===== src/rtl/sd_host_r2_rx.sv =====
// sd_host_r2_rx: host-side receiver for the 136-bit SD R2 (CSD) response on CMD
//
// Ports:
//   clk       system clock
//   rst       asynchronous active-high reset
//   bitEn     one-cycle strobe per SD clock rising edge; CMD is sampled only then
//   cmdIn     CMD line level (already synchronised)
//   start     single-cycle arm pulse, ignored while busy
//   busy      high from accepted start until done
//   done      one-cycle completion pulse (success or error)
//   crcErr    CRC7 mismatch, valid with done, held until next start
//   frmErr    framing error, valid with done, held until next start
//   toErr     start-bit timeout, valid with done, held until next start
//   csdR      last good CSD[127:1]
//   readBlLen CSD[83:80], cSize CSD[73:62], cSizeMult CSD[49:47]
module sd_host_r2_rx #(
    parameter int NCR_MAX = 64,
    parameter int CNT_W   = 8
) (
    input  logic         clk,
    input  logic         rst,
    input  logic         bitEn,
    input  logic         cmdIn,
    input  logic         start,
    output logic         busy,
    output logic         done,
    output logic         crcErr,
    output logic         frmErr,
    output logic         toErr,
    output logic [126:0] csdR,
    output logic [3:0]   readBlLen,
    output logic [11:0]  cSize,
    output logic [2:0]   cSizeMult
);
    typedef enum logic [2:0] {IDLE, WAIT_START, HEADER, PAYLOAD, END_BIT, DONE} state_t;

    localparam logic [CNT_W-1:0] NCR_LAST = CNT_W'(NCR_MAX - 1);
    localparam logic [CNT_W-1:0] HDR_LAST = CNT_W'(6);
    localparam logic [CNT_W-1:0] PAY_LAST = CNT_W'(126);
    localparam logic [CNT_W-1:0] CRC_BITS = CNT_W'(120);

    state_t state, next;
    logic [CNT_W-1:0] cnt;
    logic [126:0] sr;
    logic [6:0] crc, crc_next;
    logic frm;
    logic fb;

    // Serial CRC7, polynomial x^7 + x^3 + 1
    assign fb = cmdIn ^ crc[6];
    assign crc_next = {crc[5:3], crc[2] ^ fb, crc[1:0], fb};

    assign busy = (state != IDLE) && (state != DONE);
    assign done = state == DONE;

    // csdR[i] holds CSD[i+1], hence the one-bit offset in these slices
    assign readBlLen = csdR[82:79];
    assign cSize     = csdR[72:61];
    assign cSizeMult = csdR[48:46];

    always_ff @(posedge clk or posedge rst) begin
        if (rst) state <= IDLE;
        else state <= next;
    end

    always_comb begin
        next = state;
        case (state)
            IDLE:       next = start ? WAIT_START : IDLE;
            WAIT_START: if (bitEn) next = !cmdIn ? HEADER : (cnt == NCR_LAST ? DONE : WAIT_START);
            HEADER:     next = (bitEn && cnt == HDR_LAST) ? PAYLOAD : HEADER;
            PAYLOAD:    next = (bitEn && cnt == PAY_LAST) ? END_BIT : PAYLOAD;
            END_BIT:    next = bitEn ? DONE : END_BIT;
            default:    next = IDLE;
        endcase
    end

    always_ff @(posedge clk or posedge rst) begin
        if (rst) begin
            cnt    <= '0;
            sr     <= '0;
            crc    <= '0;
            frm    <= 1'b0;
            crcErr <= 1'b0;
            frmErr <= 1'b0;
            toErr  <= 1'b0;
            csdR   <= '0;
        end else begin
            case (state)
                IDLE: if (start) begin
                    cnt    <= '0;
                    crc    <= '0;
                    frm    <= 1'b0;
                    crcErr <= 1'b0;
                    frmErr <= 1'b0;
                    toErr  <= 1'b0;
                end
                WAIT_START: if (bitEn) begin
                    cnt <= cmdIn ? cnt + 1'b1 : '0;
                    if (cmdIn && cnt == NCR_LAST) toErr <= 1'b1;
                end
                // Transmission bit must be 0, the six reserved bits 1; no resync on error
                HEADER: if (bitEn) begin
                    cnt <= cnt == HDR_LAST ? '0 : cnt + 1'b1;
                    if (cmdIn != (cnt != '0)) frm <= 1'b1;
                end
                // Only CSD[127:8] feed the CRC; the trailing 7 bits are the received CRC
                PAYLOAD: if (bitEn) begin
                    cnt <= cnt + 1'b1;
                    sr  <= {sr[125:0], cmdIn};
                    if (cnt < CRC_BITS) crc <= crc_next;
                end
                END_BIT: if (bitEn) begin
                    frmErr <= frm | ~cmdIn;
                    crcErr <= crc != sr[6:0];
                end
                DONE: if (!crcErr && !frmErr && !toErr) csdR <= sr;
                default: ;
            endcase
        end
    end
endmodule


===== config.mk =====
export PLATFORM = sky130hd
export DESIGN_NAME = sd_host_r2_rx
export DESIGN_NICKNAME = d
export VERILOG_FILES = /design/src/rtl/sd_host_r2_rx.sv
export SDC_FILE = /design/constraint.sdc
export NUM_CORES = 1
export LEC_CHECK = 0
export CORE_AREA = 2 2 145 147
export CTS_BUF_LIST = sky130_fd_sc_hd__clkbuf_2 sky130_fd_sc_hd__clkbuf_4 sky130_fd_sc_hd__clkbuf_8
export DETAILED_ROUTE_END_ITERATION = 8
export DIE_AREA = 0 0 147 149
export PLACE_DENSITY = 0.8
export SYNTH_ARGS = -nofsm -noshare
export SYNTH_HDL_FRONTEND = slang
export SYNTH_SLANG_ARGS = --single-unit

===== constraint.sdc =====
create_clock -name clk -period 14 [get_ports clk]
set_clock_uncertainty 0.05 [all_clocks]
set_input_delay 1.4 -clock clk [delete_from_list [all_inputs] [get_ports clk]]
set_output_delay 1.4 -clock clk [all_outputs]
set_load 0.05 [all_outputs]

==> results.sh <==
export IMPL_layout_commonest_cell="dfrtp_1"
export IMPL_relSlewSlack_pct=31.8
export IMPL_synthDistinctLibCells=52
export IMPL_core_area_mm2=0.0206
export IMPL_grt_max_degree=128
export IMPL_rsz0062_at_grt="false"
export IMPL_netlist_area_mm2=0.0110
export IMPL_end_kind="async pin"
export IMPL_die_h_um=149
export IMPL_yosys_area_top_type_share_pct=62.6
export IMPL_dieArea_mm2=0.0219
export IMPL_cts_hold_buf=0
export IMPL_syn_avg_cell_area_um2=15.3
export IMPL_use_met3_pct=4.53
export IMPL_viasPerCell=5.24
export IMPL_num_io_pins=156
export IMPL_fin_crit_sh_pct=27.9
export IMPL_root_buffer="clkbuf_8"
export IMPL_cts_buffer_depth=3
export IMPL_path_max_fanout=110
export IMPL_met2_usage_pct=28.2
export IMPL_ctsResizeCount=0
export IMPL_p_leak_uw=0.00662
export IMPL_internal_power_uw=1340
export IMPL_power_density_mw_per_mm2=136
export IMPL_synth_top_area_cell="dfrtp_1"
export IMPL_design_area_mm2=0.0135
export IMPL_cts_max_level=2
export IMPL_synth_yosys_seq_area_share_pct=62.6
export IMPL_port_buffers=155
export IMPL_grt_use_met1_pct=23.6
export IMPL_max_cap_violations=0
export IMPL_grt_busiest_layer="met2"
export IMPL_ir_drop_mv=0.105
export IMPL_drive_gt1_share_pct=37.9
export IMPL_critPathLaunchType="input port"
export IMPL_drt_wirelength_per_cell_um=16.2
export IMPL_drc=0
export IMPL_setup_viol=0
export IMPL_clockPowerShare_pct=36.9
export IMPL_grt_use_total_pct=17.7
export IMPL_drtPass1Iterations=4
export IMPL_grt_pass1_wl_um=31600
export IMPL_placed_cell_area_mm2=0.0126
export IMPL_status="complete, no violations"
export IMPL_clk_pin_slew_ps=60
export IMPL_hpwlAfterDp_um=11800
export IMPL_pwr_share_comb_pct=14.5
export IMPL_ys_seq_elements=276
export IMPL_clock_sinks=276
export IMPL_p_switching_uw=495
export IMPL_clock_fmax_mhz=256
export IMPL_grt_antenna_before_repair=0
export IMPL_arrival_ps=4360
export IMPL_initial_core_util_pct=53.7
export IMPL_synth_top_cells_by_area="dfrtp_1 (63%), mux2_2 (26%), buf_4 (1.5%)"
export IMPL_grt_overflow_total=0
export IMPL_drt_iter0_drc=161
export IMPL_cts_setup_buffers=0
export IMPL_timing_hold_violations_final=0
export IMPL_num_nets_final=879
export IMPL_cts_buffers=44
export IMPL_cts_tree="done"
export IMPL_swShare_pct=26.9
export IMPL_worst_pin_slew_ps=1020
export IMPL_seq_power_share_pct=48.6
export IMPL_die_x_um=147
export IMPL_path_class="in2async"
export IMPL_final_cell_mix="dfrtp_1 (276), mux2_2 (255), clkdlybuf4s50_1 (155)"
export IMPL_min_period_ps=3910
export IMPL_holdCritPathClass="reg2reg"
export IMPL_required_ps=14450
export IMPL_syn2layout_area_growth_pct=22.3
export IMPL_syn_instance_count=723
export IMPL_vias=6146
export IMPL_num_rows=53
export IMPL_drt_total_wl_um=19100
export IMPL_maxSlewViolCount=0
export IMPL_finalNonFillerCells=1174
export IMPL_fin_tns_setup_ps=0
export IMPL_postRouteAntennaNets=0
export IMPL_synth_warnings=0
export IMPL_clock_latency_ps=540
export IMPL_grt_pass1_vias=6201
export IMPL_diodes=0
export IMPL_syn_num_nets=731
export IMPL_gp_congestion=0.784
export IMPL_placed_cells=1100
-- power groups by stage --
stage | clock [uW] | combinational [uW] | sequential (uW)
2_1_floorplan | 0 | 244 | 886
3_3_place_gp | 0 | 263 | 906
3_5_place_dp | 0 | 270 | 907
4_1_cts | 702 | 270 | 894
5_1_grt | 735 | 295 | 902
6_report | 679 | 267 | 894
-- worst paths after layout --
kind / start / end / slack (ps) / cells after the start
hold / removal: frm / frm / 440 / 2
hold reg to reg: frm / frm / 440 / 2
setup reg to reg: state[1] / sr[101] / 11480 / 3
setup / recovery: rst / crc[6] / 10090 / 4
max in group clk: state[2] / done / 10150 / 3
min in group asynchronous: rst / csdR[55] / 1350 / 2
-- worst max-delay path, stage by stage --
cell             delay, ps
clkdlybuf4s50_1        490
inv_8                  550
buf_4                  880
buf_4                  950
-- cell usage after synthesis, drive strengths merged --
cell type  number
a21boi          1
a21o            2
a21oi           3
a22o            1
a22oi           1
a2bb2oi         1
a31oi           2
a32oi           1
and2            1
and2b           1
and3            2
and3b           1
and4bb          1
buf            49
clkbuf          6
dfrtp         276
ha              3
inv            13
mux2          255
mux2i           6
nand2          20
nand2b          2
nand3           7
nand3b          1
nand4           3
nor2           11
nor2b           5
nor3            3
nor3b           1
nor4            1
nor4b           3
o2111ai         2
o211ai         10
o21a            1
o21ai           8
o22ai           2
o311ai          2
o41ai           1
or2             2
or3             1
or4             1
xnor2           9
xor2            1
-- stage by stage --
step | total power (uW) | util [%] | setup WS, ps | hold slack, ps
after floorplan | 1130 | - | 4940 | 385
after global placement | 1170 | 61.4 | 9350 | 418
after detailed placement | 1180 | 61.4 | 9330 | 434
after CTS | 1870 | 65.6 | 9930 | 448
after global routing | 1930 | 65.6 | 9510 | 465
final | 1840 | 65.6 | 10090 | 441
-- state kept, by name (all words and copies together) (netlist names) --
register,count
state,3
sr,127
frmErr,1
crc,7
cnt,8
csdR,127
toErr,1
crcErr,1
frm,1
-- final cells by class --
type	count	area, um^2
well taps	275	344
inverters	13	56.3
clock buffers	66	808
fillers	1498	7060
multi-input cells	379	3740
clock inverters	8	71.3
flip-flops and latches	276	6910
repair buffers	157	1570
-- per-layer routing --
metal  up-vias  wire length, um
met3        33             1060
met2       151             9180
met5         -                0
met4         0              484
li1       2836                -
met1      3126             8350
-- cell families after synthesis --
family	share of synthesized area, %
AO/OA/AOI/OAI	2.54
XOR/XNOR	0.794
adder cells (fa/ha/maj)	0.340
buffers and inverters	3.78
flip-flops	62.6
multiplexers	26.6
AND/OR/NAND/NOR	3.41
(Power assumes the default switching activity.)
